==> src/rtl/key_debounce.sv <==
// key_debounce: turns raw active-low, bouncing, asynchronous push-buttons into
// clean per-key press/release strobes and a debounced held level.
// Each key has its own synchronizer, FSM, debounce counter and repeat counter.
// The optional auto-repeat re-issues press strobes while a key stays down.
module key_debounce #(
    parameter int N_KEYS          = 4,
    parameter int DEBOUNCE_CYCLES = 500000,
    parameter int REPEAT_EN       = 0,
    parameter int REPEAT_DELAY    = 25000000,
    parameter int REPEAT_PERIOD   = 5000000,
    parameter int CNT_W           = 25
) (
    input  logic              clk,
    input  logic              reset,
    input  logic [N_KEYS-1:0] buttons,
    output logic [N_KEYS-1:0] pressed,
    output logic [N_KEYS-1:0] released,
    output logic [N_KEYS-1:0] held
);

    // Terminal counts: counters are compared for equality, so they never wrap.
    localparam logic [CNT_W-1:0] DB_LAST  = CNT_W'(DEBOUNCE_CYCLES - 1);
    localparam logic [CNT_W-1:0] DLY_LAST = CNT_W'(REPEAT_DELAY - 1);
    localparam logic [CNT_W-1:0] PER_LAST = CNT_W'(REPEAT_PERIOD - 1);

    typedef enum logic [1:0] {
        IDLE       = 2'd0,
        DB_PRESS   = 2'd1,
        DOWN       = 2'd2,
        DB_RELEASE = 2'd3
    } state_t;

    logic [N_KEYS-1:0] sync1_q;
    logic [N_KEYS-1:0] sync2_q;
    logic [N_KEYS-1:0] sync1_d;

    // Invert the active-low pins so that 1 means "key down" from here on.
    always_comb begin
        sync1_d = ~buttons;
    end

    // Two-flop synchronizer per key; sync2_q is the raw level used by the FSMs.
    always_ff @(posedge clk) begin
        if (reset) begin
            sync1_q <= '0;
            sync2_q <= '0;
        end else begin
            sync1_q <= sync1_d;
            sync2_q <= sync1_q;
        end
    end

    genvar gi;
    generate
        for (gi = 0; gi < N_KEYS; gi++) begin : g_key
            state_t           state_q, state_d;
            logic [CNT_W-1:0] cnt_q, cnt_d;
            logic [CNT_W-1:0] rcnt_q, rcnt_d;
            logic             phase_q, phase_d;   // 0: waiting first repeat, 1: periodic
            logic             pressed_q, pressed_d;
            logic             released_q, released_d;
            logic             held_q, held_d;
            logic             raw;

            assign raw = sync2_q[gi];

            // Next-state logic: debounce in both directions, optional repeat while DOWN.
            always_comb begin
                state_d    = state_q;
                cnt_d      = cnt_q;
                rcnt_d     = rcnt_q;
                phase_d    = phase_q;
                pressed_d  = 1'b0;
                released_d = 1'b0;
                held_d     = held_q;
                case (state_q)
                    IDLE: begin
                        if (raw) begin
                            state_d = DB_PRESS;
                            cnt_d   = '0;
                        end
                    end
                    DB_PRESS: begin
                        if (!raw) begin
                            // Bounce rejected silently.
                            state_d = IDLE;
                            cnt_d   = '0;
                        end else if (cnt_q == DB_LAST) begin
                            state_d   = DOWN;
                            pressed_d = 1'b1;
                            held_d    = 1'b1;
                            rcnt_d    = '0;
                            cnt_d     = '0;
                        end else begin
                            cnt_d = cnt_q + 1'b1;
                        end
                    end
                    DOWN: begin
                        if (!raw) begin
                            // rcnt is left untouched so a rejected release resumes it.
                            state_d = DB_RELEASE;
                            cnt_d   = '0;
                        end else if (REPEAT_EN != 0) begin
                            if (rcnt_q == (phase_q ? PER_LAST : DLY_LAST)) begin
                                pressed_d = 1'b1;
                                rcnt_d    = '0;
                                phase_d   = 1'b1;
                            end else begin
                                rcnt_d = rcnt_q + 1'b1;
                            end
                        end
                    end
                    DB_RELEASE: begin
                        if (raw) begin
                            // Release glitch: back to DOWN, held never dropped.
                            state_d = DOWN;
                            cnt_d   = '0;
                        end else if (cnt_q == DB_LAST) begin
                            state_d    = IDLE;
                            released_d = 1'b1;
                            held_d     = 1'b0;
                            phase_d    = 1'b0;
                            rcnt_d     = '0;
                            cnt_d      = '0;
                        end else begin
                            cnt_d = cnt_q + 1'b1;
                        end
                    end
                    default: begin
                        state_d = IDLE;
                        cnt_d   = '0;
                    end
                endcase
            end

            // State and registered outputs; reset never produces a release strobe.
            always_ff @(posedge clk) begin
                if (reset) begin
                    state_q    <= IDLE;
                    cnt_q      <= '0;
                    rcnt_q     <= '0;
                    phase_q    <= 1'b0;
                    pressed_q  <= 1'b0;
                    released_q <= 1'b0;
                    held_q     <= 1'b0;
                end else begin
                    state_q    <= state_d;
                    cnt_q      <= cnt_d;
                    rcnt_q     <= rcnt_d;
                    phase_q    <= phase_d;
                    pressed_q  <= pressed_d;
                    released_q <= released_d;
                    held_q     <= held_d;
                end
            end

            assign pressed[gi]  = pressed_q;
            assign released[gi] = released_q;
            assign held[gi]     = held_q;
        end
    endgenerate

endmodule

==> config.mk <==
export PLATFORM = sky130hd
export DESIGN_NAME = key_debounce
export DESIGN_NICKNAME = d
export VERILOG_FILES = /design/src/rtl/key_debounce.sv
export SDC_FILE = /design/constraint.sdc
export NUM_CORES = 1
export LEC_CHECK = 0
export CAP_MARGIN = 20
export CORE_MARGIN = 4
export CORE_UTILIZATION = 55
export DETAILED_ROUTE_END_ITERATION = 6
export GPL_ROUTABILITY_DRIVEN = 0
export MAX_ROUTING_LAYER = met4
export PLACE_DENSITY = 0.72
export SYNTH_ARGS = -nofsm -noshare
export SYNTH_HDL_FRONTEND = slang
export SYNTH_SLANG_ARGS = --single-unit
==> constraint.sdc <==
create_clock -name clk -period 3.16 [get_ports clk]
set_input_delay 0.474 -clock clk [delete_from_list [all_inputs] [get_ports clk]]
set_output_delay 0.474 -clock clk [all_outputs]
set_load 0.01 [all_outputs]
==> out/results.txt <==
Buffer cell driving the clock tree root: clkbuf_16. The number of antenna cells inserted was 0. Transition time at the pin with the least slew margin: 0.830 ns. In this run the tool buffered the top-level ports with 17 buffer cells.

In the synthesized netlist the dominant register cell turns out to be dfxtp_1. Synthesis produced a netlist with a net count of 780. The post-synthesis sequential area ratio is 40.3%. The clock-pin slew on the worst setup and hold paths was 0.06 ns; the leakage power was 2.55 nW. Of the available clock period, the critical path in the final layout requires 79.1%. The clock latency on the worst-skew pair came out at 0.42 ns. The run gives 0.692 ns as the post-placement setup slack. In this run, synthesis inferred 0 flip-flops with an integrated enable.

Headroom to the max-slew limit came out at 44.2%. STA classifies the critical path endpoint as a flop. The tools report the upper clock frequency limit as 400 MHz. The total power density per cell area was 523 mW/mm²; the post-synthesis instance area was 0.00636 mm². The minimum clock period came out at 2.50 ns. The logs give 2 for the worst-case clock buffer depth and 0 for the reported max-cap violation count.

The logs give 0.0133 mm² for the die outline area and 956 for the number of inserted filler cells in the final layout. The area growth from synthesis to layout is 12.6%. Setup repair after global routing left no endpoint under its margin. Global routing consumed, over all layers together, 22.9% of the routing resources. The average vias per placed instance was 6.10. During I/O placement, the number of pins put on the boundary was 18. The number of detailed-route iterations in the first pass is 6. STA classifies the critical path startpoint as a flop. The run gives 0 as the hold violation count in the final report.

The Yosys step of the flow raised 0 warnings. The path class of the lowest-slack min-delay path was flop to flop. The initial antenna violation count came out at 0. The worst-path maximum fanout is 21, and the post-layout worst setup margin is 0.662 ns. Measured along the x axis, the die boundary spans 116 µm.

Synthesis produced a netlist whose cell count is 770. TritonCTS built the clock tree. The total area inside the core boundary comes to 0.0114 mm². The net count of the finished layout is 778. The multi-input combinational cells in the finished layout cover a total of 0.00349 mm². The area taken by flip-flops and latches was 0.00256 mm². Setup violations remaining at the end of the flow were counted as 0.

Once the floorplan was initialized, standard cells occupied 55.9% of the core. The worst-case vdd ir drop is 0.484 mV. The wire length per cell is 15.1 µm, and the post-synthesis average cell area is 8.26 µm². For this block, the routed nets add up to 14000 µm of wire.

Once detailed placement completed, the half-perimeter wirelength came to 9260 µm. For the wire length of the first global-routing pass, the log shows 24200 µm. Across all layers, the routed design uses 5639 vias. Counting distinct cell types in the post-synthesis netlist gives 60. The total congestion overflow after global routing was 0. Height of the die: 116 µm.

The run gives 4 as the total number of H-tree levels. The logs give 0 for the remaining antenna violation count and 39 for the total number of placement rows. Of the cells placed in the final design, the portion with a size suffix greater than 1 is 7.55%. After the first detailed-routing iteration, the DRC count stood at 561.

The worst endpoint data arrival time was 2.81 ns. The post-synthesis async set-or-reset flop share came out at 0%. The number of clock buffers added by TritonCTS is 17.

The tools report the post-detailed-route DRC marker count as 0. In this run the post-CTS setup repair buffer count came out at 0. Number of max-slew violations in the final report: 0. The category of the most critical setup path is flop to flop. Entering global routing, the biggest net connects 44 pins. Most frequent standard cell in the layout excluding fill and tap cells: dfxtp_1. The count of hold buffers inserted by post-cts repair is 0. For the post-route total power, the log shows 0.00374 W. The worst path required time was 3.47 ns; the maximum clock skew at final layout was 0.00768 ns. The logs give 128 for the clock sink total and 0.432 ns for the worst hold margin.

The top cell types in the final layout, fill and taps aside, are dfxtp_1, nand2_1, nand3_1. The via count of the first global-routing pass was 5297; the synthesized flop and latch total was 128. The sum of negative setup slack was 0 ns; the number of resized instances in the post-cts repair step was 0. The run finished with clean final reports.
## worst max-delay path, stage by stage (launching register included)
cell	delay [ns]
dfxtp_1	0.40
ha_1	0.25
or4bb_1	0.56
nor4_4	0.35
a211oi_4	0.22
buf_4	0.26
a21o_1	0.17
a22o_1	0.18
## state kept, by name (all words and copies together), names as in the netlist, named ones only
register          flops
g_key.cnt_q         100
g_key.held_q          4
g_key.pressed_q       4
g_key.released_q      4
g_key.state_q         4
sync1_q               4
sync2_q               4
## final timing paths
check                         start            endpoint  slack [ns]  depth (start not counted)
setup / recovery  g_key[3].cnt_q[0]  g_key[3].cnt_q[20]        0.66                          7
hold reg to reg          sync1_q[3]          sync2_q[3]        0.43                          1
hold / removal           sync1_q[3]          sync2_q[3]        0.43                          1
setup reg to reg  g_key[3].cnt_q[0]  g_key[3].cnt_q[20]        0.66                          7
## metal layers
layer / wire length, µm / global-route usage [%] / vias to the layer above / share of wire (%)
met1: 6560 / 28.0 / 2658 / 47
met2: 6750 / 37.0 / 106 / 48
met5: 0 / - / - / 0
met4: 174 / 8.22 / 0 / 1.2
li1: - / - / 2859 / -
met3: 498 / 5.33 / 16 / 3.6
## cell families (layout without fill, tap and decap cells)
group,after synthesis,after routing,synth area share [%]
muxes,18,18,2.83
buffers and inverters,68,79,5.23
DFF,128,128,40.3
adders and majority gates,4,4,0.787
AOI/OAI and AO/OA,188,188,19.0
and+or+nand+nor,353,353,30.3
xor gates and xnor gates,11,11,1.51
## power breakdown
group | internal, W | total [W] | switching [W] | leakage, nW
Sequential | 0.00163 | 0.00164 | 0.0000103 | 1.03
Combinational | 0.0000433 | 0.000116 | 0.0000729 | 1.23
Clock | 0.00126 | 0.00199 | 0.000732 | 0.288
## synthesized netlist by cell type (6+ instances only)
library cell / instances / area (µm²)
clkbuf_1: 18 / 67.6
buf_4: 12 / 90.1
nand2_1: 76 / 285
buf_2: 14 / 70.1
a21oi_1: 50 / 250
and2_1: 9 / 56.3
dfxtp_1: 128 / 2560
nand4_1: 26 / 163
a22o_1: 14 / 123
and4_1: 12 / 105
nor3_1: 20 / 100
nand2b_1: 15 / 93.8
mux2i_1: 18 / 180
nor2b_1: 9 / 56.3
nor4_1: 13 / 81.3
and3_1: 24 / 150
a31oi_1: 47 / 294
nand3_1: 62 / 310
o21ai_0: 22 / 110
a21o_1: 10 / 75.1
nor2_1: 54 / 203
xor2_1: 6 / 52.6
inv_1: 17 / 63.8
a22oi_1: 7 / 52.6
or3_1: 6 / 37.5
## layout make-up
class | count | share of cell area, %
Clock inverter | 14 | 2.32
Tap cell | 143 | 2.50
Clock buffer | 18 | 6.14
Sequential cell | 128 | 35.8
Timing Repair Buffer | 29 | 3.57
Inverter | 18 | 0.944
Multi-Input combinational cell | 574 | 48.7
## stage by stage
stage	cells	util, %	area (µm²)
after floorplan	770	-	6360
after global placement	892	57.6	6550
after detailed placement	892	57.6	6550
after CTS	924	63.0	7160
after global routing	924	63.0	7160
final	924	63.0	7160
Note: power is estimated with default switching activity, not from simulation.
